<file path="src/rtl/pipeline_stall_controller.sv">
// Pipeline hazard/stall sequencer: load-use detection, branch flush, and mult/div run control
// from the DX stage with a timeout that forces completion with an exception code.
module pipeline_stall_controller #(
  parameter int unsigned MD_TIMEOUT = 40,
  parameter int unsigned MUL_EXC    = 4,
  parameter int unsigned DIV_EXC    = 5
) (
  input  logic        clock,
  input  logic        reset,
  input  logic [31:0] FDinsn,
  input  logic [31:0] DXinsn,
  input  logic        branch_taken,
  input  logic        multdiv_resultRDY,
  input  logic        multdiv_exception,
  input  logic [31:0] multdiv_result,
  output logic        ctrl_MULT,
  output logic        ctrl_DIV,
  output logic        stall_PC,
  output logic        stall_FD,
  output logic        stall_DX,
  output logic        bubble_DX,
  output logic        bubble_XM,
  output logic        flush_FD,
  output logic        md_valid,
  output logic [31:0] md_result,
  output logic [31:0] md_exception,
  output logic        busy
);

  localparam int unsigned CntW = $clog2(MD_TIMEOUT + 1);

  typedef enum logic [1:0] {StIdle, StBusy, StDone} state_e;

  state_e          state_q, state_d;
  logic [CntW-1:0] cnt_q, cnt_d;
  logic            is_div_q, is_div_d;
  logic [31:0]     md_result_q, md_result_d;
  logic [31:0]     md_exc_q, md_exc_d;

  logic [4:0] dx_op, dx_rd, dx_aluop;
  logic [4:0] fd_op, fd_rd, fd_rs, fd_rt;
  logic       dx_lw, dx_mul, dx_div;
  logic       fd_r, fd_rs_use, fd_rd_use;
  logic       load_use;
  logic       start, stalled;
  logic [31:0] op_exc;

  assign dx_op    = DXinsn[31:27];
  assign dx_rd    = DXinsn[26:22];
  assign dx_aluop = DXinsn[6:2];
  assign fd_op    = FDinsn[31:27];
  assign fd_rd    = FDinsn[26:22];
  assign fd_rs    = FDinsn[21:17];
  assign fd_rt    = FDinsn[16:12];

  logic unused_bits;
  assign unused_bits = ^{DXinsn[21:7], DXinsn[1:0], FDinsn[11:0]};

  assign dx_lw  = (dx_op == 5'b01000);
  assign dx_mul = (dx_op == 5'b00000) && (dx_aluop == 5'b00110);
  assign dx_div = (dx_op == 5'b00000) && (dx_aluop == 5'b00111);

  // R-type, addi, lw, sw, bne, blt read rs; only R-type reads rt; bne/blt/jr read rd.
  // sw also reads rd as store data, but that is covered by the dmem bypass.
  assign fd_r      = (fd_op == 5'b00000);
  assign fd_rs_use = fd_r || (fd_op == 5'b00101) || (fd_op == 5'b01000) ||
                     (fd_op == 5'b00111) || (fd_op == 5'b00010) || (fd_op == 5'b00110);
  assign fd_rd_use = (fd_op == 5'b00010) || (fd_op == 5'b00110) || (fd_op == 5'b00100);

  assign load_use = dx_lw && (dx_rd != 5'd0) &&
                    ((fd_rs_use && (fd_rs == dx_rd)) ||
                     (fd_r && (fd_rt == dx_rd)) ||
                     (fd_rd_use && (fd_rd == dx_rd)));

  assign op_exc = is_div_q ? 32'(DIV_EXC) : 32'(MUL_EXC);

  always_comb begin
    state_d     = state_q;
    cnt_d       = cnt_q;
    is_div_d    = is_div_q;
    md_result_d = md_result_q;
    md_exc_d    = md_exc_q;
    start       = 1'b0;
    stalled     = 1'b0;
    ctrl_MULT   = 1'b0;
    ctrl_DIV    = 1'b0;
    stall_PC    = 1'b0;
    stall_FD    = 1'b0;
    stall_DX    = 1'b0;
    bubble_DX   = 1'b0;
    bubble_XM   = 1'b0;
    flush_FD    = 1'b0;
    md_valid    = 1'b0;

    unique case (state_q)
      StIdle: begin
        if (dx_mul || dx_div) begin
          start     = 1'b1;
          ctrl_MULT = dx_mul;
          ctrl_DIV  = dx_div;
          is_div_d  = dx_div;
          cnt_d     = '0;
          state_d   = StBusy;
        end
      end
      StBusy: begin
        cnt_d = cnt_q + 1'b1;
        if (multdiv_resultRDY) begin
          md_result_d = multdiv_result;
          md_exc_d    = multdiv_exception ? op_exc : 32'd0;
          state_d     = StDone;
        end else if (cnt_q == CntW'(MD_TIMEOUT - 1)) begin
          md_result_d = 32'd0;
          md_exc_d    = op_exc;
          state_d     = StDone;
        end
      end
      StDone: begin
        md_valid = 1'b1;
        state_d  = StIdle;
      end
      default: state_d = StIdle;
    endcase

    stalled = start || (state_q == StBusy);

    if (stalled) begin
      stall_PC  = 1'b1;
      stall_FD  = 1'b1;
      stall_DX  = 1'b1;
      bubble_XM = 1'b1;
    end else if (branch_taken) begin
      flush_FD  = 1'b1;
      bubble_DX = 1'b1;
    end else if (load_use) begin
      stall_PC  = 1'b1;
      stall_FD  = 1'b1;
      bubble_DX = 1'b1;
    end

    // Outputs must drop in the same cycle reset asserts, not at the next edge.
    if (!reset) begin
      stalled   = 1'b0;
      ctrl_MULT = 1'b0;
      ctrl_DIV  = 1'b0;
      stall_PC  = 1'b0;
      stall_FD  = 1'b0;
      stall_DX  = 1'b0;
      bubble_DX = 1'b0;
      bubble_XM = 1'b0;
      flush_FD  = 1'b0;
      md_valid  = 1'b0;
    end
  end

  assign busy         = stalled;
  assign md_result    = md_result_q;
  assign md_exception = md_exc_q;

  always_ff @(posedge clock or negedge reset) begin
    if (!reset) begin
      state_q     <= StIdle;
      cnt_q       <= '0;
      is_div_q    <= 1'b0;
      md_result_q <= 32'd0;
      md_exc_q    <= 32'd0;
    end else begin
      state_q     <= state_d;
      cnt_q       <= cnt_d;
      is_div_q    <= is_div_d;
      md_result_q <= md_result_d;
      md_exc_q    <= md_exc_d;
    end
  end

endmodule

</file>
<file path="config.mk">
export PLATFORM = sky130hd
export DESIGN_NAME = pipeline_stall_controller
export DESIGN_NICKNAME = d
export VERILOG_FILES = /design/src/rtl/pipeline_stall_controller.sv
export SDC_FILE = /design/constraint.sdc
export NUM_CORES = 1
export LEC_CHECK = 0
export BUFFER_PORTS_ARGS = -buffer_cell sky130_fd_sc_hd__buf_2
export CORE_ASPECT_RATIO = 0.8
export CORE_MARGIN = 2
export CORE_UTILIZATION = 43
export CTS_CLUSTER_SIZE = 40
export DETAILED_ROUTE_END_ITERATION = 10
export GPL_ROUTABILITY_DRIVEN = 0
export PLACE_DENSITY = 0.85
export SYNTH_ARGS = -nofsm -noshare
export SYNTH_HDL_FRONTEND = slang
export SYNTH_SLANG_ARGS = --single-unit
</file>
<file path="constraint.sdc">
create_clock -name clock -period 4.72 [get_ports clock]
set_clock_uncertainty 0.1 [all_clocks]
set_input_delay 0.708 -clock clock [delete_from_list [all_inputs] [get_ports clock]]
set_output_delay 0.708 -clock clock [all_outputs]
set_load 0.005 [all_outputs]
</file>
; ---- Word-level counts from Yosys, hierarchy flattened
; Index checks and enable logic that the tools add are counted.
[word_totals]
reg_bits = 73
input_bits = 101
out_inout_bits = 74
[classes]
addsub = 1
n_eq_ne = 17
muxes = 35
n_reduce_logical = 28
[ops]
columns = operator, count
row1 = 2-to-1 mux 32 bit, 4
row2 = "== test 5 x 3 -> 1 bit, second input constant", 6
row3 = 2-to-1 mux 1 bit, 24
row4 = == test 5 bit, 3
row5 = one-hot mux 6 bit (2 select lines), 1
row6 = logical OR 1 bit, 11
row7 = "== test 5 x 4 -> 1 bit, second input constant", 2
row8 = zero test 5 bit, 2
row9 = AND reduction 2 bit, 4
row10 = logical AND 1 bit, 7
row11 = "adder 6 x 1 -> 6 bit, second input constant", 1
row12 = "== test 6 bit, second input constant", 1
row13 = 2-to-1 mux 2 bit, 3
row14 = 2-to-1 mux 6 bit, 1
row15 = "== test 5 x 2 -> 1 bit, second input constant", 1
row16 = nonzero test 5 bit, 1
row17 = one-hot mux 2 bit (2 select lines), 1
row18 = nonzero test 2 bit, 2
row19 = 2-to-1 mux 3 bit, 1
row20 = "inequality test 3 bit, second input constant", 1
row21 = "== test 2 x 1 -> 1 bit, second input constant", 1
row22 = "== test 2 bit, second input constant", 1
row23 = zero test 2 bit, 1
row24 = "inequality test 2 bit, second input constant", 1

; ---- Longest topological paths before layout
[logic_depth]
depth_word = 14
depth_mapped = 7

; ---- Worst setup path before layout
; No wires, ideal clock.
[synth_timing]
kind = input to output
startpoint = in FDinsn[27]
endpoint = out stall_PC
arrival_ns = 1.976
t_required_ns = 3.912
setup_slack_ns = 1.936
path_stages = 5
n_path_buf = 1
path_cell_list = or3_2 > nor4_4 > o31ai_2 > o21bai_1 > buf_4
[synth_via]
elab_chain_len = 14
elab_cells_between_ends = 24
cone_classes = eq/ne (6) / mux (4) / reduce/logical (14)
[synth_rtl]
columns = element, line
row1 = start: declaration, 10  ; input logic [31:0] FDinsn,
row2 = == test 5 x 3 -> 1 bit / zero test 5 bit (equally long branches), "66, 65"
row3 = logical OR 1 bit (3 in series), 66  ; assign fd_rs_use = fd_r || (fd_op == 5'b00101) || (fd_op == 5'b01000) ||
row4 = logical OR 1 bit (2 in series), 67  ; (fd_op == 5'b00111) || (fd_op == 5'b00010) || (fd_op == 5'b00110);
row5 = logical AND 1 bit, 71  ; ((fd_rs_use && (fd_rs == dx_rd)) ||
row6 = logical OR 1 bit, 71
row7 = logical OR 1 bit *, 72  ; (fd_r && (fd_rt == dx_rd)) ||
row8 = logical AND 1 bit *, 70  ; assign load_use = dx_lw && (dx_rd != 5'd0) &&
row9 = 2-to-1 mux 1 bit * (4 in series), -
row10 = end: declaration, 18  ; output logic stall_PC,
; Mark *: on every way between the ends. The rest lies on a longest branch, timed or not.

; ---- Worst setup path after layout
[layout_timing]
startpoint = in DXinsn[31]
endpoint = out stall_FD
[layout_via]
elab_chain_len = 8
elab_cells_between_ends = 14
cone_classes = eq/ne (1) / mux (6) / reduce/logical (7)
[layout_rtl]
columns = element, line
row1 = start: declaration, 11  ; input logic [31:0] DXinsn,
row2 = zero test 5 bit, "60, 61"
row3 = logical AND 1 bit (on tied branches), "60, 61"
row4 = logical OR 1 bit, 97  ; if (dx_mul || dx_div) begin
row5 = 2-to-1 mux 1 bit, 97
row6 = 2-to-1 mux 1 bit, 95  ; unique case (state_q)
row7 = logical OR 1 bit, 125  ; stalled = start || (state_q == StBusy);
row8 = 2-to-1 mux 1 bit *, 127  ; if (stalled) begin
row9 = 2-to-1 mux 1 bit *, 142  ; if (!reset) begin
row10 = end: declaration, 19  ; output logic stall_FD,
; Marked as above.

==> impl_results.rst <==
.. list-table::
   :header-rows: 1

   * - Metric
     - Value
   * - Post-detailed-route DRC marker count
     - 0
   * - Yosys reg bits
     - 43
   * - Wire length of the first global-routing pass
     - 7.700 mm
   * - Number of standard-cell rows in the floorplan
     - 23
   * - Commonest cells post-synth
     - 43 x dfrtp_1, 33 x buf_4, 32 x a22o_1, 16 x nand2_1, 9 x xor2_1
   * - Grt met2 use
     - 0.2867
   * - Final wirelength
     - 5.012 mm
   * - Portion of the post-synthesis area used by sequential elements
     - 0.4853
   * - Number of antenna repair diodes
     - 0
   * - Primary FF master, synth
     - dfrtp_1
   * - Inst Count DP
     - 368
   * - Power density over cell area
     - 297.9 mW/mm^2
   * - Antenna violations before repair
     - 0
   * - Number of global-route vias before repair
     - 1,668
   * - Fraction of post-synthesis cell area in the top cell type by area
     - 0.4853
   * - Multi-input logic area
     - 950.9 um^2
   * - Flop-to-flop setup slack
     - 2280 ps
   * - Fin area
     - 0.002824 mm^2
   * - Crit path required time
     - 3910 ps
   * - Maximum number of pins on one net before global-route repair
     - 33
   * - Switching fraction of total power
     - 0.2469
   * - Share of async-settable or async-resettable flops after synthesis
     - 1.000
   * - Worst hold margin
     - 325.4 ps
   * - DRT antenna net count
     - 0
   * - Count of mapped cells out of synthesis
     - 202
   * - GR Util All Layers
     - 0.1696
   * - Effective utilization at floorplan
     - 0.4453
   * - Vertical extent of the die
     - 68.23 um
   * - Ratio of routed vias to standard cells
     - 4.875
   * - Buffers inserted during post-CTS setup optimization
     - 0
   * - Portion of total power attributed to the clock network
     - 0.357
   * - Core region area
     - 0.004979 mm^2
   * - Met1 track utilization from global routing
     - 0.2151
   * - Final worst path period share
     - 0.6680
   * - Number of hold buffers added after CTS
     - 0
   * - I/O pin cnt
     - 175
   * - RSZ-0062 raised after global routing
     - false
   * - Number of warning messages in the yosys log
     - 0
   * - Net count reported at finish
     - 415
   * - Cell type contributing the most total cell area after synthesis
     - dfrtp_1
   * - Total half-perimeter wirelength after legalization and detailed placement
     - 3.895 mm
   * - Internal portion of total power
     - 633.5 uW
   * - Area of the die
     - 0.005750 mm^2
   * - GRT busiest layer
     - met2
   * - Switching power total
     - 207.7 uW
   * - Total power consumption of the routed design
     - 841.2 uW
   * - Cell area after placement
     - 0.002703 mm^2
   * - Worst Path Arrival
     - 2340 ps
   * - Total negative slack for setup checks
     - 0 ps
   * - Mean cell area of the mapped netlist
     - 10.98 um^2
   * - Final count of negative-setup-slack endpoints
     - 0
   * - Relative slew margins
     - 0.2650
   * - Via Count
     - 1,833
   * - CTS tree
     - done
   * - Maximum count of clock buffers along a single path
     - 2
   * - Path type of the worst setup path
     - input pin to output port
   * - Post-synthesis instance area
     - 0.002217 mm^2
   * - Pre-antenna DRT Iters
     - 4
   * - Peak fanout along the critical path
     - 5
   * - Root buffer cell
     - clkbuf_8
   * - Most used standard cell by instance count after synthesis
     - dfrtp_1
   * - Sequential power share
     - 0.494
   * - Final slew viol count
     - 0
   * - DRC violation total after the first TritonRoute iteration
     - 125
   * - Met3 global-route usage
     - 0.05187
   * - Number of clock sinks
     - 43
   * - Clock latency on the worst-skew pair
     - 290 ps
   * - Count of unique library cells instantiated by Yosys
     - 34
   * - Static Leak
     - 1.590 nW
   * - Area growth from synthesis to layout
     - 27.37%
   * - Number of buffers created by CTS
     - 5
   * - Tightest Pin Transition
     - 1102 ps
   * - Part of the power in combinational logic
     - 0.150
   * - Fill cell instance count of the final layout
     - 433
   * - Layout cell share with drive strength beyond 1
     - 0.4236
   * - Main area contributors after synthesis
     - dfrtp_1 49%, a22o_1 13%, buf_4 11%
   * - Total number of H-tree levels
     - 2
   * - Hold violation count in the final report
     - 0
   * - Remaining global-route overflow
     - 0
   * - CP Capture Type
     - output port
   * - Port-buffer cells
     - 115
   * - Worst supply voltage drop on vdd
     - 184.6 uV
   * - Sequential Area
     - 0.001076 mm^2
   * - EDFF count, synth
     - 0
   * - Number of max-cap violations
     - 0
   * - Sort of element at the start of the critical path
     - input pin
   * - Min-Delay Path Class
     - input pin to async pin
   * - Final min period
     - 3153 ps
   * - Timing-limited maximum frequency
     - 317.2 MHz
   * - Clock-pin slew on the worst setup and hold paths
     - 80 ps
   * - Non-filler instance count after layout
     - 376
   * - Outcome
     - complete, no violations
   * - Number of gates resized after CTS
     - 0
   * - Die extent in x
     - 84.28 um
   * - Mean routed wirelength per cell
     - 13.33 um
[metrics by stage]
stage | worst slack [ps] | util
final | 1567 | 0.5672
after global routing | 1539 | 0.5672
after CTS | 1609 | 0.5672
after detailed placement | 1618 | 0.5429
after global placement | 1640 | 0.5429
after floorplan | 1936 | -
[power by group through the flow]
stage               clock, mW  sequential, mW  combinational [mW]
floorplan                   0           0.420              0.0753
global placement            0           0.420               0.122
detailed placement          0           0.421               0.127
CTS                     0.311           0.414               0.126
global route            0.325           0.418               0.141
finish                  0.300           0.415               0.126
[registers in the layout (all words and copies together) (netlist names)]
name,cells
md_result,32
cnt_q,6
md_exception,2
state_q,2
is_div_q,1
[cell type report]
cell class / count / area share
timing repair buffer: 117 / 0.2091
inverter: 2 / 0.002658
multi-input combinational: 144 / 0.3367
clock buffer: 6 / 0.02924
clock inverter: 2 / 0.01374
sequential: 43 / 0.3810
tap: 62 / 0.02747
[cell usage in the layout, fill, tap and decap left out, types with 2 or more instances in the layout]
cell type and count:
mux2_2 2, nor4_4 2, conb_1 30, clkbuf_8 6, nand2b_1 3, nand3_1 3, xnor2_1 7, xor2_1 9
buf_4 2, a22o_1 32, inv_1 2, and3_1 3, nand4_1 4, o21ai_0 7, nor4_1 2, nor2_1 8
buf_2 115, nand2_1 16, and2_1 2, dfrtp_1 43
[cells by family after synthesis]
family | count (synthesis) | synth area share
AO/OA/AOI/OAI | 45 | 0.1670
XOR/XNOR | 16 | 0.06321
adder cells (fa/ha/maj) | 1 | 0.005642
buffers and inverters | 44 | 0.1349
flip-flops | 43 | 0.4853
multiplexers | 2 | 0.01016
other | 1 | 0.001691
AND/OR/NAND/NOR | 50 | 0.1321
[layer usage]
metal / up-vias / share of wire
li1: 876 / -
met1: 877 / 0.43
met2: 74 / 0.49
met3: 6 / 0.070
met4: 0 / 0.0096
met5: - / 0
[worst paths after layout]
| path | start | endpoint | cells after the start |
|---|---|---|---|
| max | DXinsn[31] | stall_FD | 7 |
| min | reset | md_result[14]$_DFFE_PN0P_ | 1 |
| max reg2reg | cnt_q[0]$_DFFE_PN0P_ | md_exception[2]$_DFFE_PN0P_ | 5 |
| min reg2reg | is_div_q$_DFFE_PN0P_ | is_div_q$_DFFE_PN0P_ | 2 |
| max in group asynchronous | reset | md_result[26]$_DFFE_PN0P_ | 2 |
| min in group clock | is_div_q$_DFFE_PN0P_ | is_div_q$_DFFE_PN0P_ | 2 |
[critical path: stages]
cell	delay, ps
buf_2	90
nor4_1	540
nand3_1	330
nand2_1	200
and2_1	190
o21bai_1	140
buf_2	140
(Power assumes the default switching activity.)
